--- config.mk ---
export PLATFORM = sky130hd
export DESIGN_NAME = spi_master_ctrl
export DESIGN_NICKNAME = d
export VERILOG_FILES = /design/src/rtl/spi_ctrl_pkg.sv /design/src/rtl/spi_master_ctrl_half_tick.sv /design/src/rtl/spi_master_ctrl.sv
export SDC_FILE = /design/constraint.sdc
export NUM_CORES = 1
export LEC_CHECK = 0
export CAP_MARGIN = 20
export CORE_MARGIN = 4
export CORE_UTILIZATION = 53
export CTS_BUF_LIST = sky130_fd_sc_hd__clkbuf_4
export CTS_CLUSTER_DIAMETER = 120
export DETAILED_ROUTE_END_ITERATION = 16
export GPL_TIMING_DRIVEN = 0
export PLACE_DENSITY = 0.84
export REMOVE_ABC_BUFFERS = 1
export SLEW_MARGIN = 15
export SYNTH_ARGS = -nofsm -noshare
export SYNTH_HDL_FRONTEND = slang
export SYNTH_SLANG_ARGS = --single-unit
--- constraint.sdc ---
create_clock -name clk -period 3.8 [get_ports clk]
set_input_delay 0.38 -clock clk [delete_from_list [all_inputs] [get_ports clk]]
set_output_delay 0.38 -clock clk [all_outputs]
set_load 0.1 [all_outputs]
--- src/rtl/spi_ctrl_pkg.sv ---
// Shared types and widths for the 3-wire SPI master controller.
package spi_ctrl_pkg;

  localparam int SPI_LEN_W  = 5;
  localparam int SPI_DATA_W = 32;
  // Bit counter holds N (1..32), one bit wider than the length field.
  localparam int SPI_CNT_W  = SPI_LEN_W + 1;

  typedef enum logic [2:0] {
    S_IDLE  = 3'd0,
    S_SETUP = 3'd1,
    S_SHIFT = 3'd2,
    S_HOLD  = 3'd3,
    S_GAP   = 3'd4
  } spi_state_e;

endpackage

--- src/rtl/spi_master_ctrl_half_tick.sv ---
// Free-running SCLK half-period timer: held clear while idle, then pulses
// tick on the last clk cycle of every CLK_DIV-cycle half period.
module spi_half_tick #(
  parameter int CLK_DIV = 2
) (
  input  logic clk,
  input  logic rst,
  input  logic run,
  output logic tick
);

  localparam int CW = (CLK_DIV > 1) ? $clog2(CLK_DIV) : 1;
  localparam logic [CW-1:0] LAST = CW'(CLK_DIV - 1);

  logic [CW-1:0] cnt;

  // Count 0..CLK_DIV-1 while running, restart from 0 whenever idle.
  always_ff @(posedge clk or posedge rst) begin
    // NOTE: sequential state uses non-blocking assignments so every register
    // samples pre-edge values regardless of statement order.
    if (rst) begin
      cnt <= '0;
    end else if (!run || cnt == LAST) begin
      cnt <= '0;
    end else begin
      cnt <= cnt + 1'b1;
    end
  end

  assign tick = run && (cnt == LAST);

endmodule

--- src/rtl/spi_master_ctrl.sv ---
// 3-wire SPI master: one transaction per request pulse, IDLE -> SETUP ->
// SHIFT -> HOLD -> GAP. Writes drive all bits; long reads turn SDIO around
// after INSTR_BITS bits and capture the remainder into spi_rdata.
module spi_master_ctrl
  import spi_ctrl_pkg::*;
#(
  parameter int CLK_DIV    = 2,
  parameter int INSTR_BITS = 16
) (
  input  logic                  clk,
  input  logic                  rst,
  input  logic                  spi_wr_en,
  input  logic                  spi_rd_en,
  input  logic [SPI_LEN_W-1:0]  spi_rw_len,
  input  logic                  spi_d_rise_align,
  input  logic [SPI_DATA_W-1:0] spi_wdata,
  output logic [SPI_DATA_W-1:0] spi_rdata,
  output logic                  spi_busy,
  output logic                  spi_done,
  output logic                  spi_overrun,
  output logic                  spi_csb,
  output logic                  spi_sclk,
  output logic                  spi_sdio_out,
  output logic                  spi_sdio_oe,
  input  logic                  spi_sdio_in
);

  localparam logic [2:0] ST_IDLE  = S_IDLE;
  localparam logic [2:0] ST_SETUP = S_SETUP;
  localparam logic [2:0] ST_SHIFT = S_SHIFT;
  localparam logic [2:0] ST_HOLD  = S_HOLD;
  localparam logic [2:0] ST_GAP   = S_GAP;

  localparam logic [SPI_CNT_W-1:0] INSTR_CNT = SPI_CNT_W'(INSTR_BITS);

  logic [2:0]            state;
  logic                  tick;
  logic [SPI_DATA_W-1:0] tx_sr;
  logic [SPI_DATA_W-1:0] rx_sr;
  logic [SPI_DATA_W-1:0] wdata_msb;
  logic [SPI_CNT_W-1:0]  bit_cnt;
  logic [SPI_CNT_W-1:0]  n_bits;
  logic [SPI_CNT_W-1:0]  req_bits;
  logic                  rd_r;
  logic                  align_r;
  logic                  long_rd;
  logic                  req;
  logic                  sclk_rise;
  logic                  sclk_fall;
  logic                  launch;
  logic                  sample;
  logic                  turn;

  spi_half_tick #(.CLK_DIV(CLK_DIV)) u_half_tick (
    .clk  (clk),
    .rst  (rst),
    .run  (state != ST_IDLE),
    .tick (tick)
  );

  assign req      = spi_wr_en | spi_rd_en;
  assign req_bits = {1'b0, spi_rw_len} + 1'b1;
  // Bit N-1 moved to bit 31 so the shift register always launches from the MSB.
  assign wdata_msb = spi_wdata << (5'd31 - spi_rw_len);

  assign sclk_rise = (state == ST_SHIFT) && tick && !spi_sclk;
  assign sclk_fall = (state == ST_SHIFT) && tick && spi_sclk;
  // With align=0 the first bit is already presented in SETUP, and nothing is
  // launched on the final fall.
  assign launch = align_r ? sclk_rise : (sclk_fall && bit_cnt != '0);
  // Only turned-around bits are captured, so rx_sr ends up right-justified.
  assign sample = (align_r ? sclk_fall : sclk_rise) && !spi_sdio_oe;
  // bit_cnt equals N-k at the launch edge of transmit-order bit k.
  assign turn = long_rd && (bit_cnt == n_bits - INSTR_CNT);

  // Transaction sequencer, shift registers and registered pins.
  always_ff @(posedge clk or posedge rst) begin
    if (rst) begin
      state        <= ST_IDLE;
      spi_csb      <= 1'b1;
      spi_sclk     <= 1'b0;
      spi_sdio_out <= 1'b0;
      spi_sdio_oe  <= 1'b0;
      spi_busy     <= 1'b0;
      spi_done     <= 1'b0;
      spi_overrun  <= 1'b0;
      spi_rdata    <= '0;
      tx_sr        <= '0;
      rx_sr        <= '0;
      bit_cnt      <= '0;
      n_bits       <= '0;
      rd_r         <= 1'b0;
      align_r      <= 1'b0;
      long_rd      <= 1'b0;
    end else begin
      spi_done    <= 1'b0;
      spi_overrun <= req && (state != ST_IDLE);
      case (state)
        ST_IDLE: begin
          if (req) begin
            state       <= ST_SETUP;
            spi_csb     <= 1'b0;
            spi_busy    <= 1'b1;
            spi_sdio_oe <= 1'b1;
            rd_r        <= spi_rd_en;
            align_r     <= spi_d_rise_align;
            long_rd     <= spi_rd_en && ({1'b0, spi_rw_len} >= INSTR_CNT);
            n_bits      <= req_bits;
            bit_cnt     <= req_bits;
            rx_sr       <= '0;
            if (spi_d_rise_align) begin
              spi_sdio_out <= 1'b0;
              tx_sr        <= wdata_msb;
            end else begin
              spi_sdio_out <= wdata_msb[SPI_DATA_W-1];
              tx_sr        <= wdata_msb << 1;
            end
          end
        end
        ST_SETUP: begin
          if (tick) state <= ST_SHIFT;
        end
        ST_SHIFT: begin
          if (tick) begin
            spi_sclk <= ~spi_sclk;
            if (!spi_sclk) begin
              bit_cnt <= bit_cnt - 1'b1;
            end else if (bit_cnt == '0) begin
              state <= ST_HOLD;
            end
            if (launch) begin
              if (turn || !spi_sdio_oe) begin
                spi_sdio_oe  <= 1'b0;
                spi_sdio_out <= 1'b0;
              end else begin
                spi_sdio_out <= tx_sr[SPI_DATA_W-1];
                tx_sr        <= tx_sr << 1;
              end
            end
            if (sample) rx_sr <= {rx_sr[SPI_DATA_W-2:0], spi_sdio_in};
          end
        end
        ST_HOLD: begin
          if (tick) begin
            state        <= ST_GAP;
            spi_csb      <= 1'b1;
            spi_sdio_oe  <= 1'b0;
            spi_sdio_out <= 1'b0;
            spi_done     <= 1'b1;
            if (rd_r) spi_rdata <= rx_sr;
          end
        end
        ST_GAP: begin
          if (tick) begin
            state    <= ST_IDLE;
            spi_busy <= 1'b0;
          end
        end
        default: state <= ST_IDLE;
      endcase
    end
  end

endmodule
Word level (Yosys, flattened, before mapping)
Index checks and enable logic that the tools add are counted.

word-level totals
  register bits after elaboration = 122
  bits of input ports = 43
  output and inout bits = 39
  word-level logic and storage cells = 119

operators by class
  $add $sub $neg = 5
  $lt $le $gt $ge = 1
  equality and inequality tests = 17
  shift-type cells = 1
  multiplexer cells = 43
  bitwise operators = 2
  reduce and logical (&&, ||, !) cells = 33

operators with widths
  kind                                                                count
  32-bit 2-to-1 mux                                                   8
  32-bit case mux with 2 select lines                                 2
  32-bit by 5-bit << shifter with 32-bit output                       1
  3-bit 2-to-1 mux                                                    7
  2-bit != test, second input constant                                10
  6-bit 2-to-1 mux                                                    3
  1-bit 2-to-1 mux                                                    17
  3-bit case mux with 5 select lines                                  1
  6-bit case mux with 2 select lines                                  1
  5-bit AND reduction                                                 2
  1-bit logical AND                                                   9
  3-bit AND reduction                                                 3
  4-bit AND reduction                                                 2
  7-bit AND reduction                                                 1
  5-bit by 1-bit adder with 6-bit output, second input constant       1
  3-bit by 2-bit == test with 1-bit output, second input constant     2
  6-bit == test                                                       1
  6-bit zero test                                                     1
  1-bit case mux with 3 select lines                                  2
  6-bit AND reduction                                                 1
  2-bit nonzero test                                                  3
  3-bit nonzero test                                                  2
  6-bit nonzero test                                                  1
  6-bit by 1-bit subtractor with 6-bit output, second input constant  1
  other kinds (14)                                                    20

Logic depth before layout (Yosys ltp)
  depth after elaboration = 9
  mapped depth = 9
  mapped depth without buffers = 7

Hierarchy
From an unflattened synthesis, not the netlist that was laid out.

second synthesis, totals
  cells, all modules = 784
  area, all modules = 7691.1 um^2

modules (own cells, without submodules)
  module           instances  cells each  area an instance (um^2)  seq. area each (um^2)
  spi_master_ctrl  1          780         7646.1                   3029.2
  spi_half_tick    1          4           45.0                     25.0

Least setup slack after synthesis
OpenSTA, ideal clock, no wires.

  kind = input-to-reg
  from = input spi_rw_len[0]
  to = register tx_sr[30]
  library setup time = 0.121 ns
  arrival = 2.214 ns
  data required time = 3.679 ns
  setup slack = 1.465 ns
  stages = 8
  buffers on the path = 2
  path through = buf_6 -> buf_2 -> mux2_2 -> a222oi_1 -> mux2i_1 -> a211oi_2 -> o211ai_1 -> o22a_1

between the ends
  word-level cells in the longest chain between the ends = 5

ends and longest elaborated chain
  element                                        line                    text
  start, declared                                spi_master_ctrl.sv:14   input logic [SPI_LEN_W-1:0] spi_rw_len,
  5-bit subtractor                               spi_master_ctrl.sv:64   assign wdata_msb = spi_wdata << (5'd31 - spi_rw_len);
  32-bit by 5-bit << shifter with 32-bit output  spi_master_ctrl.sv:64
  32-bit 2-to-1 mux                              spi_master_ctrl.sv:111  if (spi_d_rise_align) begin
  32-bit 2-to-1 mux                              spi_master_ctrl.sv:100  if (req) begin
  32-bit case mux with 2 select lines            spi_master_ctrl.sv:98   case (state)
  end signal, assigned                           spi_master_ctrl.sv:113  tx_sr <= wdata_msb;
  end signal, assigned                           spi_master_ctrl.sv:116  tx_sr <= wdata_msb << 1;
  end signal, assigned                           spi_master_ctrl.sv:137  tx_sr <= tx_sr << 1;
  end, declared                                  spi_master_ctrl.sv:38   logic [SPI_DATA_W-1:0] tx_sr;

No other way between the ends. The select of a mux whose other input is x is not followed.
A chain may end at the register's enable or synchronous reset.

Final worst setup path
  from = input spi_rw_len[2]
  to = register tx_sr[29]

Same word-level chain as after synthesis.

==> impl_metrics.env <==
export IMPL_outcome="completed"
export IMPL_path_buf_inv=1
export IMPL_grt_pass1_wl_um=30000
export IMPL_synth_async_reset_ratio=1.00
export IMPL_report_final_slew_viol_count=0
export IMPL_track_usage=0.246
export IMPL_clock_latency_ns=0.53
export IMPL_power_leakage_nw=3.74
export IMPL_synth_top_cells_by_area="dfrtp_1, mux2_2, a22o_1"
export IMPL_hold_viol_final=0
export IMPL_synth_top_family_by_area="compound AO/OA/AOI/OAI gates"
export IMPL_crit_path_start_kind="input port"
export IMPL_synth_top_area_frac=0.425
export IMPL_reg2reg_depth=7
export IMPL_dieArea_mm2=0.0154
export IMPL_fin_area_mm2=0.00844
export IMPL_post_route_period_util=0.858
export IMPL_reg2reg_slack_ns=0.88
export IMPL_wire_per_inst_um=19.4
export IMPL_die_height_um=124
export IMPL_cts_tree="built"
export IMPL_cp_slowest_cell="clkdlybuf4s50_1"
export IMPL_cellPowerDensity_mw_per_mm2=323
export IMPL_clock_skew_final_ns=0.0204
export IMPL_start_util=0.540
export IMPL_vias=6165
export IMPL_cts_buffers_inserted=17
export IMPL_synth_yosys_warnings=0
export IMPL_yosysMostFrequentCell="dfrtp_1"
export IMPL_synth_simple_gate_area_frac=0.118
export IMPL_grt_ovfl_total=0
export IMPL_ys_types=70
export IMPL_synthCells=699
export IMPL_cts_sinks=122
export IMPL_cp_required_ns=4.21
export IMPL_met1_usage=0.339
export IMPL_grt_max_degree=69
export IMPL_avgViaCountPerCell=6.52
export IMPL_drive_above_1_share=0.166
export IMPL_fin_crit_ns=3.26
export IMPL_use_met3=0.0477
export IMPL_r2r_start="state[2]"
export IMPL_synth_flop_cell="dfrtp_1"
export IMPL_power_total_mw=2.72
export IMPL_area_growth_pct=18.5
export IMPL_cts_root_buf="clkbuf_4"
export IMPL_place_area_mm2=0.00812
export IMPL_core_area_mm2=0.0132
export IMPL_initialDrtViolationCount=736
export IMPL_grt_busiest_layer="met2"
export IMPL_cts_repair_resized=0
export IMPL_ir_worst_vdd_mv=0.180
export IMPL_syn_area_mm2=0.00712
export IMPL_fp_row_count=42
export IMPL_crit_path_max_fanout=26
export IMPL_postSynthAreaPerCell_um2=10.2
export IMPL_cts_max_level=4
export IMPL_cp_top_family="compound AO/OA/AOI/OAI gates"
export IMPL_hold_path_class="in2async"
export IMPL_slowest_delay_ns=1.19
export IMPL_ctsHoldBuffers=0
export IMPL_synth_fa_ha_area_frac=0.00527
export IMPL_crit_type="in2reg"
export IMPL_synth_compound_area_frac=0.210
export IMPL_rsz0062_at_grt="false"
export IMPL_clockBufferDepth=2
export IMPL_use_met2=0.391
export IMPL_tightest_slew_ns=1.08
export IMPL_antenna_found_initial=0
export IMPL_dp_slack_ns=0.115
export IMPL_r2r_end="tx_sr[19]"
export IMPL_clkTransAtPathRegs_ns=0.11
export IMPL_fp_dieW_um=124
export IMPL_place_gp_congestion=0.951
export IMPL_dpl_hpwl_um=13000
export IMPL_ys_ff_latch=122
export IMPL_port_buffers=81
export IMPL_fmax_mhz=307
export IMPL_yosys_top_cells_count="dfrtp_1, nand2_1, nor2_1"
export IMPL_end_kind="flip-flop"
export IMPL_cts_setup_buffers=0
export IMPL_critPathArrivalTime_ns=3.67
export IMPL_synth_xor_area_frac=0.0135
export IMPL_layout_nets=802
export IMPL_dr_pass1_iters=5
export IMPL_yosys_area_top_type="dfrtp_1"
export IMPL_synth_edff_count=0
export IMPL_grt_pass1_vias=5946
export IMPL_synth_seq_area_share=0.429
export IMPL_slew_headroom=0.276
export IMPL_drt_wl_total_um=18400
export IMPL_muxShareOfSynthArea=0.186
export IMPL_drc=0
export IMPL_maxCapViolCount=0
export IMPL_drt_antenna_violating_nets=0
export IMPL_setup_slack_ns=0.539
export IMPL_path_cells="clkdlybuf4s50_1, nor2b_1, a222oi_1, mux2i_1, a211oi_2, o21ai_0, o22a_1"
export IMPL_setup_viol=0
export IMPL_io_pins=82
export IMPL_fin_setup_tns_ns=0
registers in the layout, indices dropped and copies added (netlist names), 3 cells and up:
signal	cells
spi_rdata	32
n_bits	6
bit_cnt	6
rx_sr	32
state	3
tx_sr	32
area by class of cell:
type	instances	area (um^2)
inverters	13	53.8
well taps	176	220
fillers	1050	4750
diodes	1	2.50
flip-flops and latches	122	3050
clock inverters	15	198
multi-input cells	512	3830
repair buffers	90	956
clock buffers	17	128
through the flow:
step | std cells | hold WS, ns | utilization
floorplan | 647 | 0.450 | -
global placement | 904 | 0.469 | 0.601
detailed placement | 913 | 0.469 | 0.616
CTS | 945 | 0.253 | 0.640
global route | 945 | 0.265 | 0.640
finish | 946 | 0.265 | 0.640
metal layers:
metal	share of wire	up-vias	routed length, um
met2	0.48	290	8760
met5	0	-	0
met3	0.069	49	1270
met4	0.025	0	455
li1	-	2782	-
met1	0.43	3044	7870
cells by family after synthesis:
family	count (synthesis)
AND/OR/NAND/NOR	187
buffers and inverters	65
multiplexers	102
XOR/XNOR	11
flip-flops	122
adder cells (fa/ha/maj)	3
AO/OA/AOI/OAI	209
where the power goes:
part / total (mW) / switching [mW] / internal, mW
sequential: 1.30 / 0.000900 / 1.30
combinational: 0.395 / 0.232 / 0.163
clock: 1.03 / 0.507 / 0.523
cell usage in the layout (no fill, tap or decap), drive strengths merged, types with 4 or more instances in the layout:
| master | netlist | final |
|---|---|---|
| a22oi | 10 | 10 |
| and2 | 4 | 4 |
| nand2b | 7 | 7 |
| clkinv | 2 | 9 |
| dfrtp | 121 | 121 |
| bufinv | 0 | 4 |
| nand3 | 18 | 18 |
| a21oi | 28 | 28 |
| mux2i | 27 | 27 |
| mux4 | 17 | 17 |
| buf | 20 | 11 |
| a32oi | 6 | 6 |
| nand2 | 62 | 62 |
| xnor2 | 9 | 9 |
| o211ai | 5 | 5 |
| inv | 11 | 13 |
| o21ai | 34 | 34 |
| and3 | 5 | 5 |
| clkdlybuf4s50 | 0 | 79 |
| a211o | 4 | 4 |
| o41ai | 4 | 4 |
| o22ai | 20 | 20 |
| nor3 | 13 | 13 |
| a31oi | 17 | 17 |
| a41oi | 4 | 4 |
| nor2 | 59 | 59 |
| mux2 | 58 | 58 |
| clkbuf | 32 | 17 |
| nor2b | 6 | 6 |
| a22o | 42 | 42 |
how the worst max path moves through the flow:
stage / start / slack, ns / to / cells after the start
floorplan: state[1] / -1.63 / rx_sr[0] / 5
global placement: state[1] / -4.04 / rx_sr[3] / 5
detailed placement: spi_rw_len[2] / 0.11 / tx_sr[30] / 7
CTS: spi_rw_len[2] / 0.71 / tx_sr[30] / 7
global route: spi_rw_len[2] / 0.45 / tx_sr[29] / 7
finish: spi_rw_len[2] / 0.54 / tx_sr[29] / 7
worst reg2reg max path: cells and delay by family, from the launching register on:
family | cells | cell delay (ns)
flops | 1 | 0.60
mux | 1 | 0.23
buf+inv | 1 | 0.26
simple gates | 2 | 0.77
compound gates | 3 | 0.95
(Power assumes the default switching activity.)
